## config.mk

```make
export PLATFORM = sky130hd
export DESIGN_NAME = bus_grab
export DESIGN_NICKNAME = d
export VERILOG_FILES = /design/src/rtl/bus_grab.sv
export SDC_FILE = /design/constraint.sdc
export NUM_CORES = 1
export LEC_CHECK = 0
export CAP_MARGIN = 20
export CORE_MARGIN = 5
export CORE_UTILIZATION = 40
export CTS_CLUSTER_DIAMETER = 100
export CTS_CLUSTER_SIZE = 16
export DETAILED_ROUTE_END_ITERATION = 12
export GPL_TIMING_DRIVEN = 0
export PLACE_DENSITY = 0.71
export SYNTH_ARGS = -nofsm -noshare
export SYNTH_HDL_FRONTEND = slang
export SYNTH_SLANG_ARGS = --single-unit
```

## constraint.sdc

```tcl
create_clock -name clk -period 1.8 [get_ports clk]
set_input_delay 0.45 -clock clk [delete_from_list [all_inputs] [get_ports clk]]
set_output_delay 0.45 -clock clk [all_outputs]
set_load 0.01 [all_outputs]
```

## src/rtl/bus_grab.sv

```systemverilog
// Z80 bus-grab controller: requests the Z80 bus, hands it to the host once BUSACK settles,
// and runs single host read/write memory cycles with timed MREQ/RD/WR strobes.
module bus_grab #(
    parameter int unsigned SETTLE_CYC  = 2,
    parameter int unsigned STROBE_CYC  = 3,
    parameter int unsigned TIMEOUT_CYC = 1023
) (
    input  logic        clk,
    input  logic        reset,
    input  logic        host_req,
    output logic        host_gnt,
    output logic        host_err,
    input  logic        cyc_start,
    input  logic        cyc_we,
    input  logic [15:0] cyc_addr,
    input  logic [7:0]  cyc_wdata,
    output logic [7:0]  cyc_rdata,
    output logic        cyc_done,
    output logic        z80_busrq_n,
    input  logic        z80_busack_n,
    output logic        bsrq,
    output logic [15:0] a_out,
    output logic [7:0]  d_out,
    input  logic [7:0]  d_in,
    output logic        d_oe,
    output logic        mreq_n,
    output logic        rd_n,
    output logic        wr_n
);

    localparam int unsigned MAX_AB  = (SETTLE_CYC > STROBE_CYC) ? SETTLE_CYC : STROBE_CYC;
    localparam int unsigned MAX_CYC = (TIMEOUT_CYC > MAX_AB) ? TIMEOUT_CYC : MAX_AB;
    localparam int unsigned CNT_W   = $clog2(MAX_CYC + 1);

    typedef enum logic [3:0] {
        ST_IDLE,
        ST_REQ,
        ST_SETTLE,
        ST_OWN,
        ST_SETUP,
        ST_STROBE,
        ST_HOLD,
        ST_RELEASE,
        ST_ERR
    } state_t;

    state_t           r_state;
    logic [CNT_W-1:0] r_cnt;
    logic             r_ack_s1;
    logic             r_ack_s2;
    logic             r_we;
    logic             r_host_gnt;
    logic             r_host_err;
    logic [7:0]       r_rdata;
    logic             r_cyc_done;
    logic             r_busrq_n;
    logic             r_bsrq;
    logic [15:0]      r_a_out;
    logic [7:0]       r_d_out;
    logic             r_d_oe;
    logic             r_mreq_n;
    logic             r_rd_n;
    logic             r_wr_n;
    logic             w_ack_n;

    assign w_ack_n = r_ack_s2;

    always_ff @(posedge clk or negedge reset) begin
        if (!reset) begin
            r_state    <= ST_IDLE;
            r_cnt      <= '0;
            r_ack_s1   <= 1'b1;
            r_ack_s2   <= 1'b1;
            r_we       <= 1'b0;
            r_host_gnt <= 1'b0;
            r_host_err <= 1'b0;
            r_rdata    <= '0;
            r_cyc_done <= 1'b0;
            r_busrq_n  <= 1'b1;
            r_bsrq     <= 1'b1;
            r_a_out    <= '0;
            r_d_out    <= '0;
            r_d_oe     <= 1'b0;
            r_mreq_n   <= 1'b1;
            r_rd_n     <= 1'b1;
            r_wr_n     <= 1'b1;
        end else begin
            r_ack_s1   <= z80_busack_n;
            r_ack_s2   <= r_ack_s1;
            r_cyc_done <= 1'b0;

            case (r_state)
                ST_IDLE: begin
                    if (host_req) begin
                        r_state    <= ST_REQ;
                        r_busrq_n  <= 1'b0;
                        r_cnt      <= '0;
                        r_host_err <= 1'b0;
                    end
                end

                // Acknowledge wins over a simultaneous host drop; the bus is then handed over and released from OWN.
                ST_REQ: begin
                    if (!w_ack_n) begin
                        r_state  <= ST_SETTLE;
                        r_bsrq   <= 1'b0;
                        r_mreq_n <= 1'b1;
                        r_rd_n   <= 1'b1;
                        r_wr_n   <= 1'b1;
                        r_cnt    <= '0;
                    end else if (!host_req) begin
                        r_state <= ST_RELEASE;
                    end else if (r_cnt == CNT_W'(TIMEOUT_CYC - 1)) begin
                        r_state    <= ST_ERR;
                        r_busrq_n  <= 1'b1;
                        r_host_err <= 1'b1;
                    end else begin
                        r_cnt <= r_cnt + CNT_W'(1);
                    end
                end

                ST_SETTLE: begin
                    if (r_cnt == CNT_W'(SETTLE_CYC - 1)) begin
                        r_state    <= ST_OWN;
                        r_host_gnt <= 1'b1;
                    end else begin
                        r_cnt <= r_cnt + CNT_W'(1);
                    end
                end

                ST_OWN: begin
                    if (cyc_start) begin
                        r_state <= ST_SETUP;
                        r_we    <= cyc_we;
                        r_a_out <= cyc_addr;
                        r_d_oe  <= cyc_we;
                        if (cyc_we) begin
                            r_d_out <= cyc_wdata;
                        end
                    end else if (!host_req) begin
                        r_state    <= ST_RELEASE;
                        r_host_gnt <= 1'b0;
                        r_bsrq     <= 1'b1;
                        r_d_oe     <= 1'b0;
                        r_mreq_n   <= 1'b1;
                        r_rd_n     <= 1'b1;
                        r_wr_n     <= 1'b1;
                    end
                end

                ST_SETUP: begin
                    r_state  <= ST_STROBE;
                    r_mreq_n <= 1'b0;
                    r_rd_n   <= r_we;
                    r_wr_n   <= ~r_we;
                    r_cnt    <= '0;
                end

                // Read data is captured on the edge that closes the last strobe clock.
                ST_STROBE: begin
                    if (r_cnt == CNT_W'(STROBE_CYC - 1)) begin
                        r_state  <= ST_HOLD;
                        r_mreq_n <= 1'b1;
                        r_rd_n   <= 1'b1;
                        r_wr_n   <= 1'b1;
                        if (!r_we) begin
                            r_rdata <= d_in;
                        end
                    end else begin
                        r_cnt <= r_cnt + CNT_W'(1);
                    end
                end

                ST_HOLD: begin
                    r_state    <= ST_OWN;
                    r_cyc_done <= 1'b1;
                    r_d_oe     <= 1'b0;
                end

                ST_RELEASE: begin
                    r_state   <= ST_IDLE;
                    r_busrq_n <= 1'b1;
                end

                ST_ERR: begin
                    if (!host_req) begin
                        r_state <= ST_IDLE;
                    end
                end

                default: begin
                    r_state <= ST_IDLE;
                end
            endcase
        end
    end

    assign host_gnt    = r_host_gnt;
    assign host_err    = r_host_err;
    assign cyc_rdata   = r_rdata;
    assign cyc_done    = r_cyc_done;
    assign z80_busrq_n = r_busrq_n;
    assign bsrq        = r_bsrq;
    assign a_out       = r_a_out;
    assign d_out       = r_d_out;
    assign d_oe        = r_d_oe;
    assign mreq_n      = r_mreq_n;
    assign rd_n        = r_rd_n;
    assign wr_n        = r_wr_n;

endmodule

```

* Word level (Yosys, flattened, before mapping) *
Index checks and enable logic that the tools add are counted.

operators by class
  bitwise operators = 1
  multiplexer cells = 39
  equality and inequality tests = 27
  add/subtract/negate cells = 1
  reduce and logical (&&, ||, !) cells = 19

operators by type and width
  kind                                                               number
  10-bit 2-to-1 mux                                                  6
  10-bit case mux with 5 select lines                                1
  4-bit 2-to-1 mux                                                   9
  4-bit case mux with 8 select lines                                 1
  2-bit inequality test (second input constant)                      12
  4-bit by 3-bit == test with 1-bit output (second input constant)   4
  5-bit AND reduction                                                3
  1-bit 2-to-1 mux                                                   14
  1-bit case mux with 4 select lines                                 3
  6-bit AND reduction                                                2
  10-bit by 1-bit adder with 10-bit output (second input constant)   1
  10-bit by 1-bit == test with 1-bit output (second input constant)  1
  10-bit == test (second input constant)                             1
  10-bit by 2-bit == test with 1-bit output (second input constant)  1
  3-bit inequality test (second input constant)                      3
  4-bit by 2-bit == test with 1-bit output (second input constant)   2
  1-bit case mux with 2 select lines                                 4
  4-bit AND reduction                                                2
  2-bit nonzero test                                                 4
  3-bit AND reduction                                                2
  5-bit nonzero test                                                 1
  4-bit by 1-bit == test with 1-bit output (second input constant)   1
  4-bit == test (second input constant)                              1
  4-bit zero test                                                    1
  6 further kinds                                                    7

word-level totals
  output and inout bits = 41
  register bits after elaboration = 58
  logic and storage cells = 104
  bits of input ports = 38

* Depth between registers and ports, before layout *
  depth after elaboration = 5
  depth in mapped cells = 8
  gate-level depth less buffers = 7

* Worst setup path before layout *
Ideal clock, no wire load.

  kind = register to register
  start point = reg r_cnt[0]
  end point = reg r_state[0]
  cell stages (with the launch flop) = 8
  path buffers = 0
  arrival time = 1879 ps
  clock period less this slack = 1958 ps
  required time = 1721 ps
  setup time = 79 ps
  setup slack = -158 ps
  cell sequence = dfrtp_1 inv_1 ha_1 nand3_1 or3_4 a211oi_4 o21a_4 mux2i_1

on the way
  cells in the longest elaborated chain, start to end = 3
  elaborated cells on any way between the ends = 7
  classes of those cells = eq/ne: 6; reduce/logical: 1

RTL lines
  element                                                                                 RTL line  text
  start: declaration                                                                      48        logic [CNT_W-1:0] r_cnt;
  start signal: assignment                                                                118       r_cnt <= r_cnt + CNT_W'(1);
  start signal: assignment                                                                127       r_cnt <= r_cnt + CNT_W'(1);
  start signal: assignment                                                                170       r_cnt <= r_cnt + CNT_W'(1);
  10-bit == test (tied with other cells)                                                  113       end else if (r_cnt == CNT_W'(TIMEOUT_CYC - 1)) begin
  4-bit inequality test (no source line) / 2-bit inequality test (equally long branches)  n/a
  6-bit AND reduction (no source line) *                                                  n/a
  end signal: assignment                                                                  112       r_state <= ST_RELEASE;
  end signal: assignment                                                                  114       r_state <= ST_ERR;
  end signal: assignment                                                                  124       r_state <= ST_OWN;
  end: declaration                                                                        47        state_t r_state;

Every way passes the cells marked *; elsewhere a longest branch is shown, timed or not.
A chain may end at the register's enable or synchronous reset.

* Final worst setup path *
  start point = reg r_cnt[0]
  end point = reg r_cnt[8]

on the way
  cells in the longest elaborated chain, start to end = 5
  elaborated cells on any way between the ends = 14
  classes of those cells = add/sub: 1; eq/ne: 6; mux: 6; reduce/logical: 1

RTL lines
  element                                   RTL line       text
  10-bit by 1-bit adder with 10-bit output  118, 127, 170
  10-bit 2-to-1 mux                         113
  10-bit 2-to-1 mux                         111            end else if (!host_req) begin
  10-bit 2-to-1 mux                         104            if (!w_ack_n) begin
  10-bit case mux with 5 select lines       92             case (r_state)

Several ways; a longest one is shown, not always the timed one. The select of a mux whose other input is x is not followed.

==> flow_summary_export.csv <==
group,metric,value,unit
status,outcome,"finished, violations left",
status,violations,"setup timing",
placed_design,dpl_cell_area,3750,sq um
final_layout,seq_area,1470,sq um
timing,setup_violations,12,
timing,timing.fmax,0.528,GHz
synthesis,asyncSetResetFlopFracSynth,100,%
setup_path,worstPathMaxFanout,8,
timing,finalMaxSlewViolations,0,
die,chipWidth,93.9,microns
final_layout,num-fill-cells,509,
routing,drc,0,
final_layout,layout_common_cells,"clkdlybuf4s50_1 (71), dfrtp_1 (43), mux2_2 (32), buf_4 (28)",
routing,vias_per_cell,5.37,
routing,drt_iter0_markers,161,
clocking,cts_tree,"yes",
die,die_y,93.9,microns
synthesis,ys_types,56,
die,io_pins,79,
setup_path,cp.required,2040,ps
clocking,cts_made_buffers,9,
setup_path,cp-start-kind,"flop",
timing,worst_slew_pin_slew,881,ps
placed_design,gp_congestion,0.916,
timing,rsz0062_at_grt,"true",
synthesis,yosysSeqAreaShare,51.9,%
die,start_util,41.2,%
timing,min_period_over_period,105,%
setup_path,setup.worst_path.class,"flop to flop",
setup_path,end_kind,"flop",
clocking,clkTransAtPathRegs,70,ps
final_layout,layout_commonest_cell,"clkdlybuf4s50_1",
timing,hold_violations,0,
synthesis,synth_ff_type,"dfrtp_1",
routing,ant_nets,0,
clocking,cts_max_path_buffers,2,
setup_path,slowest_stage,"or4bb_4",
global_routing,grt_pass1_vias,2528,
timing,slew_headroom,41.3,%
final_layout,n_antenna_cell,0,
synthesis,avgSynthCellArea,11.7,sq um
setup_path,cpPeakStageDelay,550,ps
global_routing,grt_pass1_wl,12.4,mm
placed_design,post-dp-hpwl,4.93,mm
timing,tns,-608,ps
clocking,htree_levels,3,
final_layout,fin_area,4510,sq um
synthesis,synthTopCellsByArea,"dfrtp_1 (45%), mux2_2 (13%), dfstp_2 (6.5%), o31ai_1 (3.5%), nor2_1 (2.0%)",
routing,wl_per_cell,17.0,microns
routing,vias,2465,
synthesis,synth.area.mux_share,13.2,%
final_layout,layout-drive-gt1-share,42.1,%
synthesis,synthAdderAreaFrac,1.33,%
die,dieArea,8810,sq um
synthesis,synth_top_cell_by_area,"dfrtp_1",
synthesis,synth_top_family_by_area,"simple AND/OR/NAND/NOR gates",
power,ir_drop,1.03,mV
global_routing,grt_usage,18.1,%
synthesis,synthXorXnorAreaFrac,0,%
timing,fin_worst_skew,10.3,ps
run,cap_violations,0,
final_layout,layout.nets,399,
final_layout,area_growth,60.3,%
setup_path,rrSetupSlack,-90,ps
routing,firstDrtPassIters,4,
setup_path,crit_arrival,2140,ps
synthesis,netlist_instances,240,
placed_design,port_buffers,78,
synthesis,synth_nets,281,
power,leakage,0.00190,uW
setup_path,critical_path.cell_chain,"inv_2 -> ha_4 -> or4bb_4 -> a21oi_4 -> a211oi_4 -> buf_6 -> o41ai_2",
global_routing,antenna_found_initial,0,
clocking,clock_latency,340,ps
routing,drt_wl_total,7.78,mm
synthesis,synth_simple_gate_area_share,15.3,%
clocking,clock_tree.root_cell,"clkbuf_8",
power,powerDensity,1660,nW/um^2
synthesis,ys_seq_elements,58,
synthesis,synth_compound_area_share,15.2,%
synthesis,yosysWarningCount,0,
clocking,cts_sinks,58,
synthesis,yosysTopAreaCellShare,45.4,%
die,core,6830,sq um
timing,holdWs,226,ps
final_layout,multiInputGateArea,1540,sq um
die,rows,30,
synthesis,synth-edff-count,0,
timing,setup_ws,-93.3,ps
global_routing,grt_max_degree,38,
global_routing,globalRouteOverflowTotal,0,
min_path,hold_path.class,"primary input to async pin",
synthesis,syn_area,2810,sq um
timing,min_period,1890,ps
clocking,cts_hold_buf,0,
cells by family after synthesis:
| group | Yosys count |
|---|---|
| AO/OA/AOI/OAI | 59 |
| adder cells (fa/ha/maj) | 3 |
| buffers and inverters | 19 |
| flip-flops | 58 |
| multiplexers | 33 |
| AND/OR/NAND/NOR | 68 |
path summary, 6_finish.rpt:
| check | startpoint | end | cells after the start |
|---|---|---|---|
| setup / recovery | r_cnt[0]$_DFFE_PN0P_ | r_cnt[8]$_DFFE_PN0P_ | 7 |
| hold / removal | reset | a_out[14]$_DFFE_PN0P_ | 1 |
| setup reg to reg | r_cnt[0]$_DFFE_PN0P_ | r_cnt[8]$_DFFE_PN0P_ | 7 |
| hold reg to reg | r_ack_s1$_DFF_PN1_ | r_ack_s2$_DFF_PN1_ | 0 |
| max in group asynchronous | reset | wr_n$_DFFE_PN1P_ | 2 |
| min in group clk | r_ack_s1$_DFF_PN1_ | r_ack_s2$_DFF_PN1_ | 0 |
synth_stat cells, types with 6 or more instances:
library cell	count
dfrtp_1	51
mux2_2	32
nor2_1	15
o31ai_1	13
a21oi_1	11
nand2_1	10
inv_1	8
dfstp_2	7
nand3_1	7
o21ai_0	7
buf_2	6
routing by layer:
layer / up-vias / global-route usage, % / part of all wire, %
li1: 1131 / - / -
met1: 1211 / 22.0 / 40
met2: 109 / 27.0 / 47
met3: 14 / 9.21 / 11
met4: 0 / 7.10 / 1.9
met5: - / 0 / 0
worst max-delay path: cells and delay by family, from the launching register on:
family                     cells  cell delay, ps
adders and majority gates      1             170
buffers and inverters          2             220
DFF                            1             420
and+or+nand+nor                1             550
AOI/OAI and AO/OA              3             430
final cells by class:
type                    count  share of cell area, %
multi-input cells         163                   34.1
flip-flops and latches     58                   32.6
repair buffers            108                   23.1
clock buffers              10                   3.05
well taps                  96                   2.66
clock inverters             6                   1.97
plain buffers              10                   1.91
inverters                   8                  0.666
sequential cells by signal, indices dropped and copies added (netlist names):
register,count
a_out,16
r_cnt,10
cyc_rdata,8
d_out,8
r_state,4
bsrq,1
cyc_done,1
d_oe,1
host_err,1
host_gnt,1
mreq_n,1
r_ack_s1,1
r_ack_s2,1
r_we,1
rd_n,1
wr_n,1
z80_busrq_n,1
power by group:
group | total (uW) | switching [uW] | leakage [uW] | internal, uW
Combinational | 3920 | 1750 | 0.00110 | 2180
Sequential | 2180 | 329 | 0.000694 | 1860
Clock | 1370 | 555 | 0.000109 | 819
through the flow:
| step | utilization (%) | worst slack (ps) | cells | total power, uW |
|---|---|---|---|---|
| 3_5_place_dp | 54.9 | -580 | 415 | 5200 |
| 5_1_grt | 66.0 | -150 | 459 | 7950 |
| 3_3_place_gp | 54.5 | -1550 | 414 | 5130 |
| 6_report | 66.0 | -93.3 | 459 | 7480 |
| 2_1_floorplan | - | -118 | 240 | 3810 |
| 4_1_cts | 62.1 | -84.8 | 438 | 7000 |
what timing repair did:
action / 4_1_cts / 5_1_grt
gates cloned: 0 / 1
buffers inserted: 8 / 20
resized for setup: 55 / 32
pin swaps: 12 / 10
setup endpoints to repair: 52 / 37
(Power assumes the default switching activity.)
